## src/rtl/gpio_in_conditioner.sv

```systemverilog
`default_nettype none
// ----------------------------------------------------------------------------
// gpio_in_conditioner: synchronise, debounce and edge-detect raw GPIO inputs.
// Optional sticky edge events/irq when GPIO_IN_EDGE_IRQ_EN is defined. Rev 1.0
// ----------------------------------------------------------------------------
module gpio_in_conditioner #(
  parameter int WIDTH       = 32,
  parameter int SYNC_STAGES = 2,
  parameter int DB_CNT_MAX  = 3
) (
  input  logic             clk,
  input  logic             rst,
  input  logic [WIDTH-1:0] raw_in,
  output logic [WIDTH-1:0] gpio_in,
  output logic [WIDTH-1:0] rise,
  output logic [WIDTH-1:0] fall,
  input  logic [WIDTH-1:0] ev_clr,
  output logic [WIDTH-1:0] event_q,
  output logic             irq
);

  localparam int CNT_W = ($clog2(DB_CNT_MAX + 1) < 1) ? 1 : $clog2(DB_CNT_MAX + 1);
  localparam logic [CNT_W-1:0] C_CNT_MAX = CNT_W'(DB_CNT_MAX);

  logic [WIDTH-1:0] r_sync [SYNC_STAGES];
  logic [CNT_W-1:0] r_cnt [WIDTH];
  logic [CNT_W-1:0] w_cnt_next [WIDTH];
  logic [WIDTH-1:0] r_gpio, r_rise, r_fall;
  logic [WIDTH-1:0] w_s, w_gpio_next, w_rise_next, w_fall_next;

  // Pure flop chain: nothing may sit between synchroniser stages.
  always_ff @(posedge clk or posedge rst) begin
    if (rst) begin
      for (int k = 0; k < SYNC_STAGES; k++) r_sync[k] <= '0;
    end else begin
      r_sync[0] <= raw_in;
      for (int k = 1; k < SYNC_STAGES; k++) r_sync[k] <= r_sync[k-1];
    end
  end

  assign w_s = r_sync[SYNC_STAGES-1];

  always_comb begin
    w_gpio_next = r_gpio;
    for (int i = 0; i < WIDTH; i++) begin
      w_cnt_next[i] = '0;
      if (w_s[i] != r_gpio[i]) begin
        if (r_cnt[i] == C_CNT_MAX) w_gpio_next[i] = w_s[i];
        else                       w_cnt_next[i]  = r_cnt[i] + 1'b1;
      end
    end
  end

  assign w_rise_next = w_gpio_next & ~r_gpio;
  assign w_fall_next = ~w_gpio_next & r_gpio;

  always_ff @(posedge clk or posedge rst) begin
    if (rst) begin
      for (int i = 0; i < WIDTH; i++) r_cnt[i] <= '0;
      r_gpio <= '0;
      r_rise <= '0;
      r_fall <= '0;
    end else begin
      for (int i = 0; i < WIDTH; i++) r_cnt[i] <= w_cnt_next[i];
      r_gpio <= w_gpio_next;
      r_rise <= w_rise_next;
      r_fall <= w_fall_next;
    end
  end

  assign gpio_in = r_gpio;
  assign rise    = r_rise;
  assign fall    = r_fall;

`ifdef GPIO_IN_EDGE_IRQ_EN
  logic [WIDTH-1:0] r_event, w_event_next;
  logic             r_irq;

  // Set has priority over a same-edge clear so no event is ever lost.
  assign w_event_next = (r_event & ~ev_clr) | w_rise_next | w_fall_next;

  always_ff @(posedge clk or posedge rst) begin
    if (rst) begin
      r_event <= '0;
      r_irq   <= 1'b0;
    end else begin
      r_event <= w_event_next;
      r_irq   <= |w_event_next;
    end
  end

  assign event_q = r_event;
  assign irq     = r_irq;
`else
  logic w_unused_ev_clr;
  assign w_unused_ev_clr = ^ev_clr;
  assign event_q = '0;
  assign irq     = 1'b0;
`endif

endmodule
`default_nettype wire
```

## config.mk

```make
export PLATFORM = sky130hd
export DESIGN_NAME = gpio_in_conditioner
export DESIGN_NICKNAME = d
export VERILOG_FILES = /design/src/rtl/gpio_in_conditioner.sv
export SDC_FILE = /design/constraint.sdc
export NUM_CORES = 1
export LEC_CHECK = 0
export CAP_MARGIN = 20
export CORE_MARGIN = 2
export CORE_UTILIZATION = 53
export CTS_CLUSTER_DIAMETER = 50
export CTS_CLUSTER_SIZE = 12
export DETAILED_ROUTE_END_ITERATION = 10
export GPL_TIMING_DRIVEN = 0
export PLACE_DENSITY = 0.95
export SLEW_MARGIN = 20
export SYNTH_ARGS = -nofsm -noshare
export SYNTH_HDL_FRONTEND = slang
export SYNTH_SLANG_ARGS = --single-unit
```

## constraint.sdc

```tcl
create_clock -name clk -period 11.8 [get_ports clk]
set_input_delay 2.36 -clock clk [delete_from_list [all_inputs] [get_ports clk]]
set_output_delay 2.36 -clock clk [all_outputs]
set_load 0.1 [all_outputs]
```

==> flow_metrics.tcl, run 1 <==
set metrics [dict create \
    n_fill_cell 902 \
    tritoncts "yes" \
    viasPerCell 4.91 \
    cp_data_arrival_time_ns 2.10 \
    grt_pass1_wl_um 22300 \
    yosysMostFrequentCell "dfrtp_1" \
    slowest_delay_ns 1.19 \
    synth_edf_count 0 \
    synth_cells 513 \
    grt_setup_unrepaired "no" \
    path_class "register to output pin" \
    ys_seq_elements 224 \
    cp_max_fo 5 \
    fmax_mhz 224 \
    syn_to_final_growth_pct 28.7 \
    hold_viol 0 \
    wl_per_cell_um 15.4 \
    postSynthAreaPerCell_sq_um 15.5 \
    synth_seq_area_share 0.705 \
    maxSlewHeadroom 0.319 \
    antenna_left 0 \
    tns_ns 0 \
    power.density_nw_per_um2 266 \
    ir_drop_v 0.000180 \
    min_period_over_period 0.378 \
    gp_congestion 0.749 \
    cts-buffers-inserted 23 \
    start_util 0.545 \
    run_status "finished, final reports clean" \
    max-cap-violations 0 \
    vias 4349 \
    hold_class "register to register" \
    async_flop_share 1.00 \
    synth_top_area_share 0.705 \
    worstSkewPairLatency_ns 0.48 \
    path_buf_inv 1 \
    final_nets 798 \
    drc 0 \
    skew_ns 0.00768 \
    die_area_sq_um 16000 \
    synth_top_flop_cell "dfrtp_1" \
    ys.warnings.count 0 \
    end_kind "output pin" \
    antenna_cells 0 \
    required_ns 9.44 \
    antenna_found_initial 0 \
    cts_resized 0 \
    synthTopCellsByCount "224 x dfrtp_1, 34 x and3b_2, 33 x buf_4" \
    slowest_stage "clkdlybuf4s50_1" \
    setup_viol 0 \
    grt_pass1_vias 4735 \
    routed_wl_um 13600 \
    clock-root-buffer "clkbuf_16" \
    ys_types 14 \
    clockBufferDepth 3 \
    cts_hold_buf 0 \
    drive_gt1_frac 0.181 \
    grt_max_degree 118 \
    worst_slack_ns 7.34 \
    dp_slack_ns 7.83 \
    period_needed_ns 4.46 \
    tightestPinTransition_ns 1.02 \
    grt_use_total 0.171 \
    core_area_sq_um 14600 \
    p_leak_nw 4.90 \
    drv_slew 0 \
    grt-ovfl-total 0 \
    synth_area_leader_cell "dfrtp_1" \
    clock-sinks 224 \
    synthesis.area_sq_um 7950 \
    dr.pass1.iters 4 \
    htree_levels 1 \
    hpwl_um 9330 \
    io_buffers 129 \
    die_h_um 126 \
    synth.area.top_cells "dfrtp_1 71%, ha_1 5.0%, and3b_2 4.3%, nor3_2 4.0%, xnor2_1 3.5%" \
    postCtsSetupBuffers 0 \
    clk_pin_slew_ns 0.06 \
    cp-start-kind "register" \
    dieWidth_um 126 \
    initialDrtViolationCount 215 \
    cp_top_family "buffers and inverters" \
    io_pins 195 \
    path_cells "clkdlybuf4s50_1" \
    rows 44 \
]
[layout by cell type (no fill, tap or decap)]
| cell type | instances |
|---|---|
| clkbuf_1 | 1 |
| nor2_1 | 15 |
| inv_8 | 1 |
| dfrtp_1 | 224 |
| conb_1 | 33 |
| xnor2_1 | 32 |
| nor3b_1 | 15 |
| o21ai_0 | 15 |
| ha_1 | 32 |
| buf_16 | 1 |
| nor2b_1 | 32 |
| nand2_1 | 15 |
| and3b_2 | 34 |
| mux2_1 | 17 |
| clkdlybuf4s50_1 | 129 |
| inv_1 | 15 |
| nor3_2 | 32 |
| buf_4 | 33 |
| clkbuf_16 | 23 |
| clkinvlp_4 | 3 |
[flip-flops by register name, summed over array words and instances (netlist names)]
signal and cells:
fall 32, gpio_in 32, r_cnt 64, r_sync 32
rise 32, w_s 32
[metal layers]
metal  routed length, um  GRT usage  share of wire
met1                5060      0.193           0.37
met4                 280     0.0517          0.021
met5                   0          0              0
met3                 828     0.0405          0.061
met2                7470      0.321           0.55
[power by group]
group          switching [mW]  internal (mW)  total [mW]
logic                   0.743          0.302        1.04
registers               0.135          0.936        1.07
clock network           0.257          0.346       0.603
total                    1.14           1.58        2.72
[worst paths after layout]
| path | startpoint | to | slack (ns) | cells past startpoint |
|---|---|---|---|---|
| max | gpio_in[4] | gpio_in[4] | 7.34 | 1 |
| min | r_sync[37] | w_s[5] | 0.35 | 0 |
| max reg2reg | r_cnt[0] | gpio_in[31] | 10.64 | 2 |
| min reg2reg | r_sync[37] | w_s[5] | 0.35 | 0 |
| max in group asynchronous | rst | fall[21] | 8.39 | 3 |
| min in group asynchronous | rst | gpio_in[29] | 2.41 | 2 |
[per-stage QoR]
stage	total power [mW]	instance area, sq um	util	hold slack, ns	instances
final	2.72	10200	0.701	0.346	886
after global routing	2.85	10200	0.701	0.352	886
after CTS	2.75	10200	0.701	0.347	886
after detailed placement	2.13	9630	0.660	0.335	859
after global placement	2.06	9590	0.657	0.333	858
after floorplan	1.87	8070	-	0.331	545
[area by class of cell]
type | instances | area (sq um) | share of cell area
Sequential cell | 224 | 5610 | 0.548
Multi-Input combinational cell | 272 | 2160 | 0.211
Timing Repair Buffer | 130 | 1320 | 0.129
Clock buffer | 24 | 579 | 0.0566
Buffer | 33 | 248 | 0.0242
Tap cell | 184 | 230 | 0.0225
Inverter | 16 | 67.6 | 0.00661
Clock inverter | 3 | 22.5 | 0.00220
[cell families after synthesis]
family / after synthesis / synth area share
AOI/OAI and AO/OA: 15 / 0.00944
xor gates and xnor gates: 32 / 0.0353
adders and majority gates: 32 / 0.0504
buffers and inverters: 49 / 0.0387
DFF: 224 / 0.705
muxes: 17 / 0.0241
other: 1 / 0.000472
and+or+nand+nor: 143 / 0.137
(Power assumes the default switching activity.)
==> run 2: changes to the inputs <==
--- a/config.mk
+++ b/config.mk
@@ -7,12 +7,12 @@
 export LEC_CHECK = 0
 export CAP_MARGIN = 20
 export CORE_MARGIN = 2
-export CORE_UTILIZATION = 53
+export CORE_UTILIZATION = 49
 export CTS_CLUSTER_DIAMETER = 50
 export CTS_CLUSTER_SIZE = 12
 export DETAILED_ROUTE_END_ITERATION = 10
 export GPL_TIMING_DRIVEN = 0
-export PLACE_DENSITY = 0.95
+export PLACE_DENSITY = 0.9
 export SLEW_MARGIN = 20
 export SYNTH_ARGS = -nofsm -noshare
 export SYNTH_HDL_FRONTEND = slang
==> constraint.sdc (replaced) <==
create_clock -name clk -period 4.3 [get_ports clk]
set_input_delay 0.86 -clock clk [delete_from_list [all_inputs] [get_ports clk]]
set_output_delay 0.86 -clock clk [all_outputs]
set_load 0.1 [all_outputs]
==> run 2 against run 1 <==
Sequential share of layout area down 1.7 points. Global-route usage grew 0.32 points. Worst setup slack got worse by 6.0 ns. Die area is 7.9% higher. First-iteration DRC count fell by 28%. Clock power rose to 3.5 times the previous value. Core utilization down 3.6 points. Total power grew to 2.9 times the previous value. Sequential power rose to 2.7 times the previous value. Via count is 1.6% higher. Non-clock buffer count up 5. Wire length rose by 7.3%. Critical path type unchanged. Largest cell class unchanged.
==> flow_metrics.tcl, run 2 (synthesis results as in run 1) <==
set metrics [dict create \
    antenna_cells 0 \
    ff2ff_path_depth 2 \
    final_cell_mix "224 x dfrtp_1, 129 x clkdlybuf4s50_1, 34 x and3b_2" \
    clock-root-buffer "clkbuf_16" \
    clockBufferDepth 3 \
    skew_ns 0.00714 \
    clock-sinks 224 \
    r2r_setup_slack_ns 3.15 \
    min_period_over_period 0.690 \
    placed_area_sq_um 9760 \
    cts-buffers-inserted 24 \
    min_path_cells 0 \
    grt_pass1_wl_um 24800 \
    cp_max_fo 4 \
    fin_area_sq_um 10600 \
    hold_class "register to register" \
    hpwl_um 9970 \
    power.density_nw_per_um2 750 \
    fmax_mhz 337 \
    p_leak_nw 5.05 \
    syn_to_final_growth_pct 32.8 \
    fin_cells 930 \
    hold_viol 0 \
    drc 0 \
    grt-ovfl-total 0 \
    grt_max_degree 39 \
    slowest_stage "clkdlybuf4s50_1" \
    cts_resized 0 \
    io_pins 195 \
    run_status "finished, final reports clean" \
    path_cells "clkdlybuf4s50_1" \
    worstSkewPairLatency_ns 0.50 \
    required_ns 3.44 \
    path_class "register to output pin" \
    start_util 0.500 \
    clk_pin_slew_ns 0.06 \
    slowest_delay_ns 1.19 \
    tns_ns 0 \
    drv_slew 0 \
    viasPerCell 4.75 \
    antenna_found_initial 0 \
    wl_per_cell_um 15.7 \
    tightestPinTransition_ns 1.03 \
    drive_gt1_frac 0.195 \
    largest_reg_flops 64 \
    dieWidth_um 131 \
    initialDrtViolationCount 154 \
    routed_wl_um 14600 \
    grt_pass1_vias 4932 \
    largest-register "r_cnt" \
    tritoncts "yes" \
    grt_use_total 0.174 \
    rows 46 \
    maxSlewHeadroom 0.310 \
    final_nets 804 \
    power_mw 7.93 \
    max-cap-violations 0 \
    grt_setup_unrepaired "no" \
    worst_slack_ns 1.33 \
    gp_congestion 0.738 \
    antenna_left 0 \
    vias 4418 \
    die_area_sq_um 17300 \
    dp_slack_ns 1.77 \
    core_area_sq_um 15900 \
    final_common_cell "dfrtp_1" \
    htree_levels 1 \
    dp.cells 896 \
    period_needed_ns 2.97 \
    setup_viol 0 \
    cp_top_family "buffers and inverters" \
    cp_data_arrival_time_ns 2.11 \
    cp.depth 1 \
    postCtsSetupBuffers 0 \
    dr.pass1.iters 4 \
    io_buffers 129 \
    path_buf_inv 1 \
    end_kind "output pin" \
    cp-start-kind "register" \
    cts_hold_buf 0 \
    ir_drop_v 0.000421 \
    die_h_um 131 \
]
run 2: changes by cell type in the layout (fill, tap and decap cells not counted):
cell | previous run | this run
clkbuf_8 | 0 | 3
inv_8 | 1 | 0
clkbuf_16 | 23 | 25
bufinv_16 | 0 | 4
clkinvlp_4 | 3 | 2
buf_12 | 0 | 5
run 2: per-stage QoR:
step,hold slack [ns],util
after floorplan,0.331,-
after global placement,0.332,0.607
after detailed placement,0.336,0.615
after CTS,0.348,0.665
after global routing,0.352,0.665
final,0.345,0.665
run 2: path summary, 6_finish.rpt:
| path | from | endpoint |
|---|---|---|
| worst max register to register | r_cnt[56] | gpio_in[3] |
| worst min register to register | r_sync[37] | w_s[5] |
| max in group asynchronous | rst | w_s[26] |
| worst min-delay path | r_sync[37] | w_s[5] |
| worst max-delay path | gpio_in[7] | gpio_in[7] |
| min in group asynchronous | rst | fall[8] |
run 2: per-layer routing:
layer,vias up,part of all wire,track usage
li1,2017,-,-
met4,0,0.016,0.0453
met5,-,0,0
met1,2239,0.39,0.206
met2,140,0.53,0.319
met3,22,0.062,0.0424
run 2: final cells by class:
class	instances	area [sq um]
tap	216	270
clock buffer	29	671
inverter	16	63.8
timing repair buffer	135	1420
buffer	33	248
sequential	224	5610
fill	1086	5320
clock inverter	5	128
multi-input combinational	272	2160
run 2: report_power, final:
| part | switching (mW) | internal, mW | leakage (nW) | total (mW) |
|---|---|---|---|---|
| clock | 0.759 | 1.33 | 0.388 | 2.09 |
| combinational | 2.06 | 0.842 | 1.81 | 2.90 |
| sequential | 0.374 | 2.57 | 2.85 | 2.94 |
==> run 3: changes to the inputs <==
--- a/config.mk
+++ b/config.mk
@@ -7,12 +7,12 @@
 export LEC_CHECK = 0
 export CAP_MARGIN = 20
 export CORE_MARGIN = 2
-export CORE_UTILIZATION = 49
+export CORE_UTILIZATION = 44
 export CTS_CLUSTER_DIAMETER = 50
 export CTS_CLUSTER_SIZE = 12
 export DETAILED_ROUTE_END_ITERATION = 10
 export GPL_TIMING_DRIVEN = 0
-export PLACE_DENSITY = 0.9
+export PLACE_DENSITY = 0.86
 export SLEW_MARGIN = 20
 export SYNTH_ARGS = -nofsm -noshare
 export SYNTH_HDL_FRONTEND = slang
==> constraint.sdc (replaced) <==
create_clock -name clk -period 2.5 [get_ports clk]
set_input_delay 0.5 -clock clk [delete_from_list [all_inputs] [get_ports clk]]
set_output_delay 0.5 -clock clk [all_outputs]
set_load 0.1 [all_outputs]
==> run 3 against run 2 <==
Cell count rose by 1.9%. Die area rose by 11%. Flip-flop and latch count unchanged. First-iteration DRC count decreased by 19%. Global-route usage shrank 4.0 points. Worst setup slack got worse by 1.3 ns. Cell area increased by 0.33%. Total power increased by 67%. Critical endpoint is now fall[8]. Highest routed layer unchanged.
==> flow_metrics.tcl, run 3 (synthesis results as in run 1) <==
set metrics [dict create \
    vias 4276 \
    hold_viol 0 \
    grt_pass1_wl_um 21700 \
    hpwl_um 8260 \
    io_buffers 129 \
    path_buf_inv 1 \
    cp_max_fo 1 \
    pwr-share-clk 0.267 \
    antenna_found_initial 0 \
    period_needed_ns 2.46 \
    clockBufferDepth 3 \
    cp_data_arrival_time_ns 1.96 \
    holdWs_ns 0.346 \
    io_pins 195 \
    grt-ovfl-total 0 \
    drv_slew 0 \
    cts_hold_buf 0 \
    grt_use_total 0.134 \
    clock-root-buffer "clkbuf_16" \
    die_area_sq_um 19200 \
    cp-start-kind "register" \
    largest_reg_flops 64 \
    dr.pass1.iters 4 \
    p_leak_nw 5.74 \
    routed_wl_um 12300 \
    required_ns 2.00 \
    cellInternalPower_mw 7.82 \
    p_switching_mw 5.41 \
    largest-register "r_cnt" \
    slowest_stage "clkdlybuf4s50_1" \
    postCtsSetupBuffers 0 \
    syn_to_final_growth_pct 33.3 \
    hold_class "register to register" \
    htree_levels 1 \
    clock-sinks 224 \
    final_common_cell "dfrtp_1" \
    maxSlewHeadroom 0.314 \
    start_util 0.446 \
    tritoncts "yes" \
    grt_pass1_vias 4544 \
    final_nets 806 \
    cts-buffers-inserted 26 \
    cp_top_family "buffers and inverters" \
    clk_pin_slew_ns 0.06 \
    final_cell_mix "224 x dfrtp_1, 53 x clkdlybuf4s50_1, 45 x dlygate4sd2_1" \
    path_class "register to output pin" \
    min_period_over_period 0.984 \
    antenna_cells 0 \
    setup_viol 0 \
    dp.cells 909 \
    drive_gt1_frac 0.197 \
    path_cells "clkdlybuf4s50_1" \
    core_area_sq_um 17800 \
    skew_ns 0.0117 \
    grt_setup_unrepaired "no" \
    power_frac_comb 0.355 \
    antenna_left 0 \
    slowest_delay_ns 1.14 \
    gp_congestion 0.708 \
    run_status "finished, final reports clean" \
    die_h_um 138 \
    end_kind "output pin" \
    fin_cells 948 \
    power_mw 13.2 \
    finish.utilization 0.594 \
    drc 0 \
    ir_drop_v 0.00113 \
    swShare 0.409 \
    rows 49 \
    viasPerCell 4.51 \
    power.density_nw_per_um2 1250 \
    wl_per_cell_um 13.0 \
    dieWidth_um 138 \
    initialDrtViolationCount 124 \
    grt_max_degree 36 \
    worstSkewPairLatency_ns 0.51 \
    p_seq_frac 0.378 \
    max-cap-violations 0 \
    tightestPinTransition_ns 1.03 \
    fmax_mhz 407 \
]
## run 3: final cells by class
type                       instances  area, sq um
fill                            1336         7240
sequential                       224         5610
multi-input combinational        272         2160
timing repair buffer             135         1430
clock buffer                      30          687
tap                              229          287
buffer                            33          248
clock inverter                     9          116
inverter                          16         63.8
## run 3: what timing repair did
| action | in CTS | in global routing |
|---|---|---|
| resized for setup | 45 | 31 |
| endpoints found under the hold margin | 0 | 0 |
| endpoints found under the setup margin | 45 | 31 |
## run 3: through the flow
stage	setup WS [ns]	cell area (sq um)	TNS (ns)
after floorplan	-0.924	8070	-206.98
after global placement	-2.43	9650	-539.66
after detailed placement	0.379	9770	0
after CTS	0.000670	10500	0
after global routing	0.000112	10600	0
final	0.0410	10600	0
## run 3: metal layers
metal,vias up,global-route usage,share of wire
li1,2028,-,-
met1,2113,0.167,0.41
met2,109,0.230,0.51
met3,26,0.0381,0.064
met4,0,0.0397,0.022
met5,-,0,0
## run 3: path summary, 6_finish.rpt
check	end	slack, ns	cells after the start	start
max	fall[8]	0.04	1	fall[8]
min	w_s[5]	0.35	0	r_sync[37]
min in group asynchronous	r_sync[63]	0.44	2	rst
max in group asynchronous	w_s[0]	0.97	5	rst
max reg2reg	gpio_in[1]	1.39	2	r_cnt[60]
min reg2reg	w_s[5]	0.35	0	r_sync[37]
## run 3: power by group through the flow
| stage | clock network, mW | registers, mW | logic (mW) |
|---|---|---|---|
| 2_1_floorplan | 0 | 7.24 | 1.59 |
| 3_3_place_gp | 0 | 5.03 | 4.75 |
| 3_5_place_dp | 0 | 5.07 | 4.90 |
| 4_1_cts | 3.64 | 5.01 | 4.75 |
| 5_1_grt | 3.78 | 5.12 | 5.00 |
| 6_report | 3.53 | 5.00 | 4.69 |
